$ cat config.mk
export PLATFORM = sky130hd
export DESIGN_NAME = piezo_decoder
export DESIGN_NICKNAME = d
export VERILOG_FILES = /design/src/rtl/piezo_pkg.sv /design/src/rtl/piezo_period_meas.sv /design/src/rtl/piezo_decoder.sv
export SDC_FILE = /design/constraint.sdc
export NUM_CORES = 1
export LEC_CHECK = 0
export BUFFER_PORTS_ARGS = -buffer_cell sky130_fd_sc_hd__buf_2
export CAP_MARGIN = 20
export CORE_MARGIN = 10
export CORE_UTILIZATION = 50
export DETAILED_ROUTE_END_ITERATION = 8
export PLACE_DENSITY = 0.72
export RECOVER_POWER = 100
export SYNTH_ARGS = -nofsm -noshare
export SYNTH_HDL_FRONTEND = slang
export SYNTH_SLANG_ARGS = --single-unit
$ cat constraint.sdc
create_clock -name clk -period 2.3 [get_ports clk]
set_clock_uncertainty 0.15 [all_clocks]
set_input_delay 0.115 -clock clk [delete_from_list [all_inputs] [get_ports clk]]
set_output_delay 0.115 -clock clk [all_outputs]
set_load 0.005 [all_outputs]
$ cat src/rtl/piezo_pkg.sv
// Shared note/tune codes, nominal half-periods and tune sequences for the piezo
// tone decoder and anything that drives it.
package piezo_pkg;

  typedef enum logic [2:0] {
    NOTE_NONE = 3'd0,
    NOTE_G6   = 3'd1,
    NOTE_C7   = 3'd2,
    NOTE_E7   = 3'd3,
    NOTE_G7   = 3'd4
  } note_t;

  typedef enum logic [2:0] {
    TUNE_NONE    = 3'd0,
    TUNE_STEER   = 3'd1,
    TUNE_BATT    = 3'd2,
    TUNE_FAST    = 3'd3,
    TUNE_UNKNOWN = 3'd4
  } tune_t;

  localparam int unsigned PERIOD_W     = 16;
  localparam int unsigned DUR_W        = 26;
  localparam int unsigned MATCH_W      = 3;
  localparam int unsigned NOTE_MATCHES = 4;
  localparam int unsigned HIST_LEN     = 6;
  localparam int unsigned HIST_W       = HIST_LEN * 3;
  localparam int unsigned FAST_DIV     = 64;

  // Full-speed nominal half-periods in 50 MHz cycles
  localparam int unsigned NOM_G6 = 15943;
  localparam int unsigned NOM_C7 = 11945;
  localparam int unsigned NOM_E7 = 9485;
  localparam int unsigned NOM_G7 = 7969;

  // Oldest note in the most significant slot
  localparam logic [HIST_W-1:0] STEER_SEQ =
    {NOTE_G6, NOTE_C7, NOTE_E7, NOTE_G7, NOTE_E7, NOTE_G7};
  localparam logic [HIST_W-1:0] BATT_SEQ =
    {NOTE_G7, NOTE_E7, NOTE_G7, NOTE_E7, NOTE_C7, NOTE_G6};

  function automatic int unsigned nominal(input note_t n, input bit fast);
    int unsigned nom;
    case (n)
      NOTE_G6: nom = NOM_G6;
      NOTE_C7: nom = NOM_C7;
      NOTE_E7: nom = NOM_E7;
      NOTE_G7: nom = NOM_G7;
      default: nom = 0;
    endcase
    return fast ? nom / FAST_DIV : nom;
  endfunction

  // Silence is twice the widest window's upper bound (G6)
  function automatic int unsigned timeout_cycles(input bit fast);
    int unsigned nom;
    nom = nominal(NOTE_G6, fast);
    return 2 * (nom + nom / 16);
  endfunction

  function automatic logic in_window(input logic [PERIOD_W-1:0] p, input int unsigned nom);
    int unsigned lo;
    int unsigned hi;
    lo = nom - nom / 16;
    hi = nom + nom / 16;
    return (32'(p) >= lo) && (32'(p) <= hi);
  endfunction

  function automatic note_t classify(input logic [PERIOD_W-1:0] p, input bit fast);
    note_t n;
    if (in_window(p, nominal(NOTE_G6, fast)))      n = NOTE_G6;
    else if (in_window(p, nominal(NOTE_C7, fast))) n = NOTE_C7;
    else if (in_window(p, nominal(NOTE_E7, fast))) n = NOTE_E7;
    else if (in_window(p, nominal(NOTE_G7, fast))) n = NOTE_G7;
    else                                           n = NOTE_NONE;
    return n;
  endfunction

  function automatic tune_t decode_tune(input logic [HIST_W-1:0] h);
    tune_t t;
    if (h == STEER_SEQ)     t = TUNE_STEER;
    else if (h == BATT_SEQ) t = TUNE_BATT;
    else                    t = TUNE_UNKNOWN;
    return t;
  endfunction

endpackage

$ cat src/rtl/piezo_period_meas.sv
// Input registering, edge detection, half-period counting and note classification
// of the positive piezo leg.
module piezo_period_meas
  import piezo_pkg::*;
#(
  parameter int FAST_SIM = 1
) (
  input  logic                clk,
  input  logic                rst_n,
  input  logic                piezo,
  input  logic                piezo_n,
  output logic                piezo_q,
  output logic                piezo_n_q,
  output logic                edge_vld,
  output logic [PERIOD_W-1:0] period,
  output note_t               cls
);

  logic                piezo_d;
  logic [PERIOD_W-1:0] cnt;
  logic                edge_c;

  assign edge_c = piezo_q ^ piezo_d;

  // Counter holds cycles since the last edge; its value on an edge is the half-period
  always_ff @(posedge clk or negedge rst_n) begin
    if (!rst_n) begin
      piezo_q   <= 1'b0;
      piezo_n_q <= 1'b0;
      piezo_d   <= 1'b0;
      edge_vld  <= 1'b0;
      cnt       <= '0;
      period    <= '0;
      cls       <= NOTE_NONE;
    end else begin
      piezo_q   <= piezo;
      piezo_n_q <= piezo_n;
      piezo_d   <= piezo_q;
      edge_vld  <= edge_c;
      if (edge_c) begin
        cnt    <= PERIOD_W'(1);
        period <= cnt;
        cls    <= classify(cnt, FAST_SIM != 0);
      end else if (cnt != '1) begin
        cnt <= cnt + PERIOD_W'(1);
      end
    end
  end

endmodule

$ cat src/rtl/piezo_decoder.sv
// Decodes a differential piezo tone drive into notes (code + duration) and
// recognises the tunes formed by consecutive notes.
module piezo_decoder
  import piezo_pkg::*;
#(
  parameter int FAST_SIM = 1
) (
  input  logic             clk,
  input  logic             rst_n,
  input  logic             piezo,
  input  logic             piezo_n,
  output logic             note_vld,
  output logic [2:0]       note_code,
  output logic [DUR_W-1:0] note_dur,
  output logic             tune_vld,
  output logic [2:0]       tune_code,
  output logic             diff_err
);

  localparam int unsigned TIMEOUT = timeout_cycles(FAST_SIM != 0);

  localparam logic [1:0] SILENT  = 2'd0;
  localparam logic [1:0] ACQUIRE = 2'd1;
  localparam logic [1:0] NOTE    = 2'd2;

  logic                piezo_q;
  logic                piezo_n_q;
  logic                edge_vld;
  logic [PERIOD_W-1:0] period;
  note_t               cls;

  piezo_period_meas #(.FAST_SIM(FAST_SIM)) u_meas (
    .clk       (clk),
    .rst_n     (rst_n),
    .piezo     (piezo),
    .piezo_n   (piezo_n),
    .piezo_q   (piezo_q),
    .piezo_n_q (piezo_n_q),
    .edge_vld  (edge_vld),
    .period    (period),
    .cls       (cls)
  );

  logic [1:0]          state, state_nx;
  note_t               cand, cand_nx;
  note_t               cur, cur_nx;
  logic [MATCH_W-1:0]  match, match_nx;
  logic [DUR_W-1:0]    acc, acc_nx;
  logic [DUR_W-1:0]    dur, dur_nx;
  logic [DUR_W-1:0]    mark, mark_nx;
  logic [HIST_W-1:0]   hist, hist_nx, hist_shift;
  logic                fast_seen, fast_seen_nx;
  logic [PERIOD_W-1:0] idle, idle_nx;

  logic                note_vld_nx, tune_vld_nx, diff_err_nx;
  logic [2:0]          note_code_nx, tune_code_nx;
  logic [DUR_W-1:0]    note_dur_nx;

  logic                timeout_c, note_end_c, fast_c;
  logic [DUR_W-1:0]    period_ext, dur_inc;

  assign period_ext = DUR_W'(period);
  assign dur_inc    = (dur == '1) ? dur : dur + DUR_W'(1);
  assign timeout_c  = (state != SILENT) && !edge_vld && (idle == PERIOD_W'(TIMEOUT));

  // Next-state, note tracking and tune recognition
  always_comb begin
    state_nx     = state;
    cand_nx      = cand;
    cur_nx       = cur;
    match_nx     = match;
    acc_nx       = acc;
    dur_nx       = dur;
    mark_nx      = mark;
    fast_seen_nx = fast_seen;
    hist_shift   = hist;
    hist_nx      = hist;
    note_end_c   = 1'b0;
    fast_c       = 1'b0;
    note_vld_nx  = 1'b0;
    note_code_nx = note_code;
    note_dur_nx  = note_dur;
    tune_vld_nx  = 1'b0;
    tune_code_nx = tune_code;
    diff_err_nx  = diff_err | ((state == NOTE) && (piezo_q == piezo_n_q));
    idle_nx      = edge_vld ? PERIOD_W'(1) :
                   ((idle == '1) ? idle : idle + PERIOD_W'(1));

    case (state)
      SILENT: begin
        // The first edge has no preceding edge, so its period carries no class
        if (edge_vld) begin
          state_nx = ACQUIRE;
          cand_nx  = NOTE_NONE;
          match_nx = '0;
          acc_nx   = '0;
        end
      end
      ACQUIRE: begin
        if (timeout_c) begin
          state_nx = SILENT;
        end else if (edge_vld) begin
          if (cls == cand) begin
            if (match != '1) match_nx = match + MATCH_W'(1);
            acc_nx = acc + period_ext;
            if ((cand != NOTE_NONE) && (match == MATCH_W'(NOTE_MATCHES - 1))) begin
              state_nx = NOTE;
              cur_nx   = cand;
              dur_nx   = acc + period_ext;
              mark_nx  = acc + period_ext;
              fast_c   = (cand == NOTE_G6) && (hist[2:0] == NOTE_E7);
            end
          end else begin
            cand_nx  = cls;
            match_nx = MATCH_W'(1);
            acc_nx   = period_ext;
          end
        end
      end
      NOTE: begin
        dur_nx = dur_inc;
        // mark tracks the duration at the last edge of this note, so trailing
        // silence or the next note's first half-period is not counted
        if (timeout_c) begin
          note_end_c = 1'b1;
          state_nx   = SILENT;
        end else if (edge_vld) begin
          if (cls == cur) begin
            mark_nx = dur_inc;
          end else begin
            note_end_c = 1'b1;
            state_nx   = ACQUIRE;
            cand_nx    = cls;
            match_nx   = MATCH_W'(1);
            acc_nx     = period_ext;
          end
        end
      end
      default: state_nx = SILENT;
    endcase

    if (note_end_c) begin
      hist_shift   = {hist[HIST_W-4:0], cur};
      note_vld_nx  = 1'b1;
      note_code_nx = cur;
      note_dur_nx  = mark;
    end
    hist_nx = hist_shift;

    if (fast_c) begin
      tune_vld_nx  = 1'b1;
      tune_code_nx = TUNE_FAST;
      fast_seen_nx = 1'b1;
    end

    // Silence closes the episode; the note it ended is part of the history judged
    if (timeout_c) begin
      hist_nx      = '0;
      fast_seen_nx = 1'b0;
      if ((hist_shift != '0) && !fast_seen) begin
        tune_vld_nx  = 1'b1;
        tune_code_nx = decode_tune(hist_shift);
      end
    end
  end

  always_ff @(posedge clk or negedge rst_n) begin
    if (!rst_n) begin
      state     <= SILENT;
      cand      <= NOTE_NONE;
      cur       <= NOTE_NONE;
      match     <= '0;
      acc       <= '0;
      dur       <= '0;
      mark      <= '0;
      hist      <= '0;
      fast_seen <= 1'b0;
      idle      <= '0;
      note_vld  <= 1'b0;
      note_code <= '0;
      note_dur  <= '0;
      tune_vld  <= 1'b0;
      tune_code <= '0;
      diff_err  <= 1'b0;
    end else begin
      state     <= state_nx;
      cand      <= cand_nx;
      cur       <= cur_nx;
      match     <= match_nx;
      acc       <= acc_nx;
      dur       <= dur_nx;
      mark      <= mark_nx;
      hist      <= hist_nx;
      fast_seen <= fast_seen_nx;
      idle      <= idle_nx;
      note_vld  <= note_vld_nx;
      note_code <= note_code_nx;
      note_dur  <= note_dur_nx;
      tune_vld  <= tune_vld_nx;
      tune_code <= tune_code_nx;
      diff_err  <= diff_err_nx;
    end
  end

endmodule

**After elaboration in Yosys (flattened, before gate mapping)**

Index checks and enable logic that the tools add are counted.
Widths: inputs -> output; s select.

- Register bits: 198
- Bits of input ports: 4
- Output and inout bits: 35
- Word-level logic and storage cells: 189

- $add $sub $neg: 13
- $lt $le $gt $ge: 8
- Equality and inequality tests: 32
- Muxes and demuxes: 83
- Bitwise gates (word level): 3
- Reductions and logical operators: 27

Operators with widths:

| kind | count |
|---|---|
| $mux 26 | 15 |
| $mux 32 | 10 |
| $ge 16x32->1 | 4 |
| $le 16x32->1 | 4 |
| $add 26x22->27 | 4 |
| $sub 26x22->27 | 4 |
| $pmux 26 s2 | 2 |
| $pmux 26 s3 | 1 |
| $mux 3 | 23 |
| $mux 16 | 4 |
| $mux 18 | 2 |
| $add 16x1->16 const B | 2 |
| $add 26x1->26 const B | 1 |
| $add 26x16->26 | 1 |
| $eq 26x26->1 const B | 1 |
| $reduce_and 8->1 | 3 |
| $eq 18x16->1 const B | 1 |
| $eq 18x18->1 const B | 1 |
| $pmux 3 s3 | 2 |
| $reduce_bool 18->1 | 1 |
| $eq 16x10->1 const B | 1 |
| $eq 16x16->1 const B | 1 |
| $mux 2 | 8 |
| $ne 16x16->1 const B | 1 |
| 24 further kinds | 69 |

**Longest topological paths before layout**

- Depth after elaboration: 27
- Depth in mapped cells: 11

**Cells and area by module**

A second synthesis with hierarchy kept.

- Cell total of the unflattened synthesis: 1254
- Area total of the unflattened synthesis: 11422.2 sq um

By module, submodules not included:

| module | instances | cells each | area an instance (sq um) | sequential area each (sq um) |
|---|---|---|---|---|
| piezo_decoder | 1 | 1050 | 9457.8 | 3978.8 |
| piezo_period_meas | 1 | 204 | 1964.4 | 975.9 |

**Least setup slack after synthesis**

Ideal clock, no wire load.

- Kind: register to register
- Start: register u_meas.period[0]
- End: register acc[18]
- Library setup time: 0.118 ns
- Data arrival time: 2.288 ns
- Setup slack: -0.256 ns
- Cell stages (with the launch flop): 12
- Cells stage by stage: dfrtp_1 -> ha_1 -> inv_1 -> fa_1 -> nor2b_1 -> o211ai_1 -> o21ai_1 -> a21oi_1 -> buf_2 -> nor3_1 -> o21ai_0 -> a21o_1

- Cells in the longest elaborated chain, start to end: 5

Ends and longest elaborated chain:

| what | line | RTL |
|---|---|---|
| from (decl) | piezo_period_meas.sv:15 | `output logic [PERIOD_W-1:0] period,` |
| from (signal assigned) | piezo_period_meas.sv:42 | `period <= cnt;` |
| $add 26x16->26 | piezo_decoder.sv:105 | `acc_nx = acc + period_ext;` |
| $mux 26 | piezo_decoder.sv:103 | `if (cls == cand) begin` |
| $mux 26 | piezo_decoder.sv:102 | `end else if (edge_vld) begin` |
| $mux 26 | piezo_decoder.sv:100 | `if (timeout_c) begin` |
| $pmux 26 s3 | piezo_decoder.sv:89 | `case (state)` |
| to (signal assigned) | piezo_decoder.sv:190 | `acc <= acc_nx;` |
| to (decl) | piezo_decoder.sv:48 | `logic [DUR_W-1:0] acc, acc_nx;` |

Every way passes these cells. The select of a mux whose other input is x is not followed.
A chain may end at the register's enable or synchronous reset.

**Worst setup path in the final report**

- Start: register acc[6]
- End: register acc[10]

- Cells in the longest elaborated chain, start to end: 5

Ends and longest elaborated chain:

| what | line |
|---|---|
| $add 26x16->26 | piezo_decoder.sv:105 |
| $mux 26 | piezo_decoder.sv:103 |
| $mux 26 | piezo_decoder.sv:102 |
| $mux 26 | piezo_decoder.sv:100 |
| $pmux 26 s3 | piezo_decoder.sv:89 |

Every way passes these cells. The select of a mux whose other input is x is not followed.

==> flow_metrics.env <==
export IMPL_status="finished with violations"
export IMPL_violations="setup timing"
export IMPL_ys_async_sr_fraction=1.000
export IMPL_nFillCells=1412
export IMPL_dieArea_um2=27960
export IMPL_maxSlewViolCount=0
export IMPL_grt_max_degree=61
export IMPL_yosys_area_top_type_share=0.4573
export IMPL_synth_fp_nets=1230
export IMPL_synth_edf_count=0
export IMPL_areaGrowthSynthToFinish_pct=40.91
export IMPL_max_freq_mhz=384.3
export IMPL_yosysWarningCount=0
export IMPL_root_buffer="clkbuf_16"
export IMPL_criticalPathCategory="flop to flop"
export IMPL_first_pass_iters=5
export IMPL_maxCapViolCount=0
export IMPL_synth_lib_cells_used_distinct=70
export IMPL_fin_total_pwr_mw=12.28
export IMPL_rsz0062_at_grt="yes"
export IMPL_cts_tree="yes"
export IMPL_pre_cts_ws_ns=-0.3315
export IMPL_initial_utilization=0.5122
export IMPL_cts_htree_levels=4
export IMPL_vias=10204
export IMPL_seqPwrFrac=0.342
export IMPL_gp_congestion=0.9658
export IMPL_wl_per_cell_um=19.62
export IMPL_fin_util=0.7218
export IMPL_core_area_um2=21150
export IMPL_critPathSlowestCell="dfrtp_1"
export IMPL_syn_area_um2=10840
export IMPL_ys_seq_area_frac=0.4573
export IMPL_path_clk_slew_ns=0.08
export IMPL_portBuffers=38
export IMPL_p_int_mw=7.571
export IMPL_path_buf_inv=3
export IMPL_overflow=0
export IMPL_synth_top_area_cell="dfrtp_1"
export IMPL_met2_wirelength_um=17100
export IMPL_cts_sinks=198
export IMPL_p_sw_mw=4.705
export IMPL_start_kind="flop"
export IMPL_crit_arrival_ns=2.78
export IMPL_drtIter0Drc=976
export IMPL_finalSetupViolations=96
export IMPL_dp_cells=1648
export IMPL_netlist_instances=1194
export IMPL_antenna_cells=0
export IMPL_remaining_drc_errors=0
export IMPL_dp_hpwl_um=20620
export IMPL_final_area_um2=15270
export IMPL_boundaryPins=39
export IMPL_viasPerCell=5.878
export IMPL_wl_met3_um=2001
export IMPL_relSlewSlack=0.2462
export IMPL_rows=53
export IMPL_synth_ff_type="dfrtp_1"
export IMPL_max_stage_delay_ns=0.43
export IMPL_cp_cell_sequence="ha_4 -> a21o_1 -> a221oi_2 -> o21ai_2 -> buf_6 -> buf_6 -> a21o_1 -> a21oi_2 -> xor2_1 -> buf_4 -> o21ai_2"
export IMPL_antenna_found_initial=0
export IMPL_fin_ws_ns=-0.3019
export IMPL_worst_pin_slew_ns=1.131
export IMPL_synthTopCellsByArea="dfrtp_1 46%, nand2_1 8.0%, nor2_1 3.6%, ha_1 3.6%, o21ai_0 3.2%"
export IMPL_critPathTopFamily="compound AO/OA/AOI/OAI gates"
export IMPL_powerDensity_nw_per_um2=804.0
export IMPL_die_h_um=167.2
export IMPL_post_route_period_util=1.131
export IMPL_hp_class="primary input to flop"
export IMPL_grt_usage=0.2135
export IMPL_cts_buffers=17
export IMPL_dpl_instance_area_um2=12920
export IMPL_routed_wl_um=34060
export IMPL_swShare=0.3833
export IMPL_hold_violations=0
export IMPL_min_period_ns=2.602
export IMPL_vdd_drop_max_mv=0.6178
export IMPL_clockPowerShare=0.241
export IMPL_worstPathRequired_ns=2.47
export IMPL_ant_nets=0
export IMPL_top_layer_used="met4"
export IMPL_p_comb_frac=0.417
export IMPL_cts_buffer_depth=2
export IMPL_ys_ff_latch=198
export IMPL_die_x_um=167.2
export IMPL_endpoint_kind="flop"
export IMPL_grt_pass1_vias=9848
export IMPL_drive_gt1_frac=0.3580
export IMPL_final_cell_count_no_fill=1736
export IMPL_final_nets=1484
export IMPL_avgSynthCellArea_um2=9.075
export IMPL_clkLatencyLatePin_ns=0.45
export IMPL_p_leak_nw=7.151
export IMPL_grt_pass1_wl_um=50140
export IMPL_wl_met1_um=13780
export IMPL_cp_max_fo=6
==> routing by layer <==
metal  track usage  vias up
met4       0.06775        0
met3       0.04213      100
li1              -     4719
met5             0        -
met2        0.3589      378
met1        0.2709     5007
==> layout by cell type (no fill, tap or decap), drive strengths merged, types with 4 or more instances in the layout <==
cell | synthesis | layout
nand4 | 25 | 25
nor2 | 105 | 105
nor4 | 13 | 13
mux2i | 31 | 31
ha | 31 | 31
or4 | 7 | 7
nand3 | 39 | 39
and3 | 18 | 18
clkinv | 1 | 7
a21oi | 46 | 46
a211oi | 8 | 8
nor3 | 29 | 29
a222oi | 6 | 6
and2 | 5 | 5
a21o | 13 | 13
mux2 | 28 | 28
or2 | 5 | 5
xnor2 | 39 | 39
a22oi | 16 | 16
nor4b | 4 | 4
or3 | 9 | 9
a221oi | 5 | 5
o31ai | 9 | 9
inv | 33 | 39
and4 | 6 | 6
nand2 | 231 | 231
nand2b | 10 | 10
clkbuf | 37 | 64
buf | 21 | 243
o211ai | 4 | 4
o22ai | 7 | 7
a31oi | 13 | 13
dfrtp | 198 | 198
o21ai | 73 | 73
xor2 | 32 | 32
==> cells by family after synthesis <==
| logic type | count (synthesis) | synth area share |
|---|---|---|
| flops | 198 | 0.4573 |
| compound gates | 225 | 0.1325 |
| simple gates | 517 | 0.2239 |
| xor+xnor | 71 | 0.05739 |
| mux | 59 | 0.05774 |
| buf+inv | 92 | 0.03360 |
| fa+ha+maj | 32 | 0.03764 |
==> per-stage QoR <==
| stage | setup TNS, ns | hold WS, ns |
|---|---|---|
| after floorplan | -0.6367 | -0.3306 |
| after global placement | -9.899 | -0.07152 |
| after detailed placement | -14.70 | -0.07010 |
| after CTS | -5.509 | 0.02514 |
| after global routing | -23.42 | 0.1546 |
| final | -13.85 | 0.1493 |
==> worst paths after layout <==
kind	cells after the start	from	to	slack, ns
worst min-delay path	2	piezo	u_meas.piezo_q	0.15
max in group asynchronous	3	rst_n	u_meas.cls[1]	0.28
worst max register to register	11	acc[6]	acc[10]	-0.30
worst min register to register	0	u_meas.piezo_q	u_meas.piezo_d	0.31
min in group asynchronous	2	rst_n	note_dur[20]	0.26
worst max-delay path	11	acc[6]	acc[10]	-0.30
==> flip-flops by register name, summed over array words and instances, names as in the netlist, 16 cells and up <==
register and flops:
acc 26, u_meas.cnt 16, hist 18, note_dur 26, idle 16, mark 26
dur 26, u_meas.period 16
==> layout make-up <==
class | count | area (um^2) | area share
repair buffers | 293 | 2392 | 0.1567
well taps | 275 | 344.1 | 0.02254
inverters | 34 | 131.4 | 0.008604
clock buffers | 18 | 429.2 | 0.02811
clock inverters | 14 | 140.1 | 0.009178
multi-input cells | 904 | 6868 | 0.4498
flip-flops and latches | 198 | 4964 | 0.3251
==> synth_stat cells (all sizes together) (3+ instances only) <==
cell type and n:
dfrtp 198, and2 5, nor4b 4, ha 31
xnor2 39, clkbuf 37, mux2i 31, or2 5
a222oi 6, o31ai 9, o221ai 3, a221oi 5
nand2 231, o21a 3, buf 21, a211oi 8
a221o 3, nor2 105, xor2 32, a31oi 13
and4 6, nand3b 3, a21oi 46, o22ai 7
and3 18, a21o 13, a22oi 16, nand2b 10
or3 9, o211ai 4, nor4 13, mux2 28
inv 33, nand3 39, o21ai 73, or4 7
nor3 29, nand4 25
==> power by group through the flow <==
stage               combinational (mW)  sequential [mW]  clock, mW
CTS                               4.33             4.15       2.97
global placement                  3.88             4.18          0
global route                      5.44             4.24       3.13
detailed placement                3.97             4.20          0
finish                            5.12             4.20       2.95
floorplan                         2.16             4.19          0
==> timing repair <==
item	CTS	global route
endpoints found under the hold margin	200	0
pin swaps	56	118
resized for setup	129	189
setup buffers	27	29
gates cloned	1	6
setup endpoints to repair	119	115
hold buffers	3	0
Note: power is estimated with default switching activity, not from simulation.
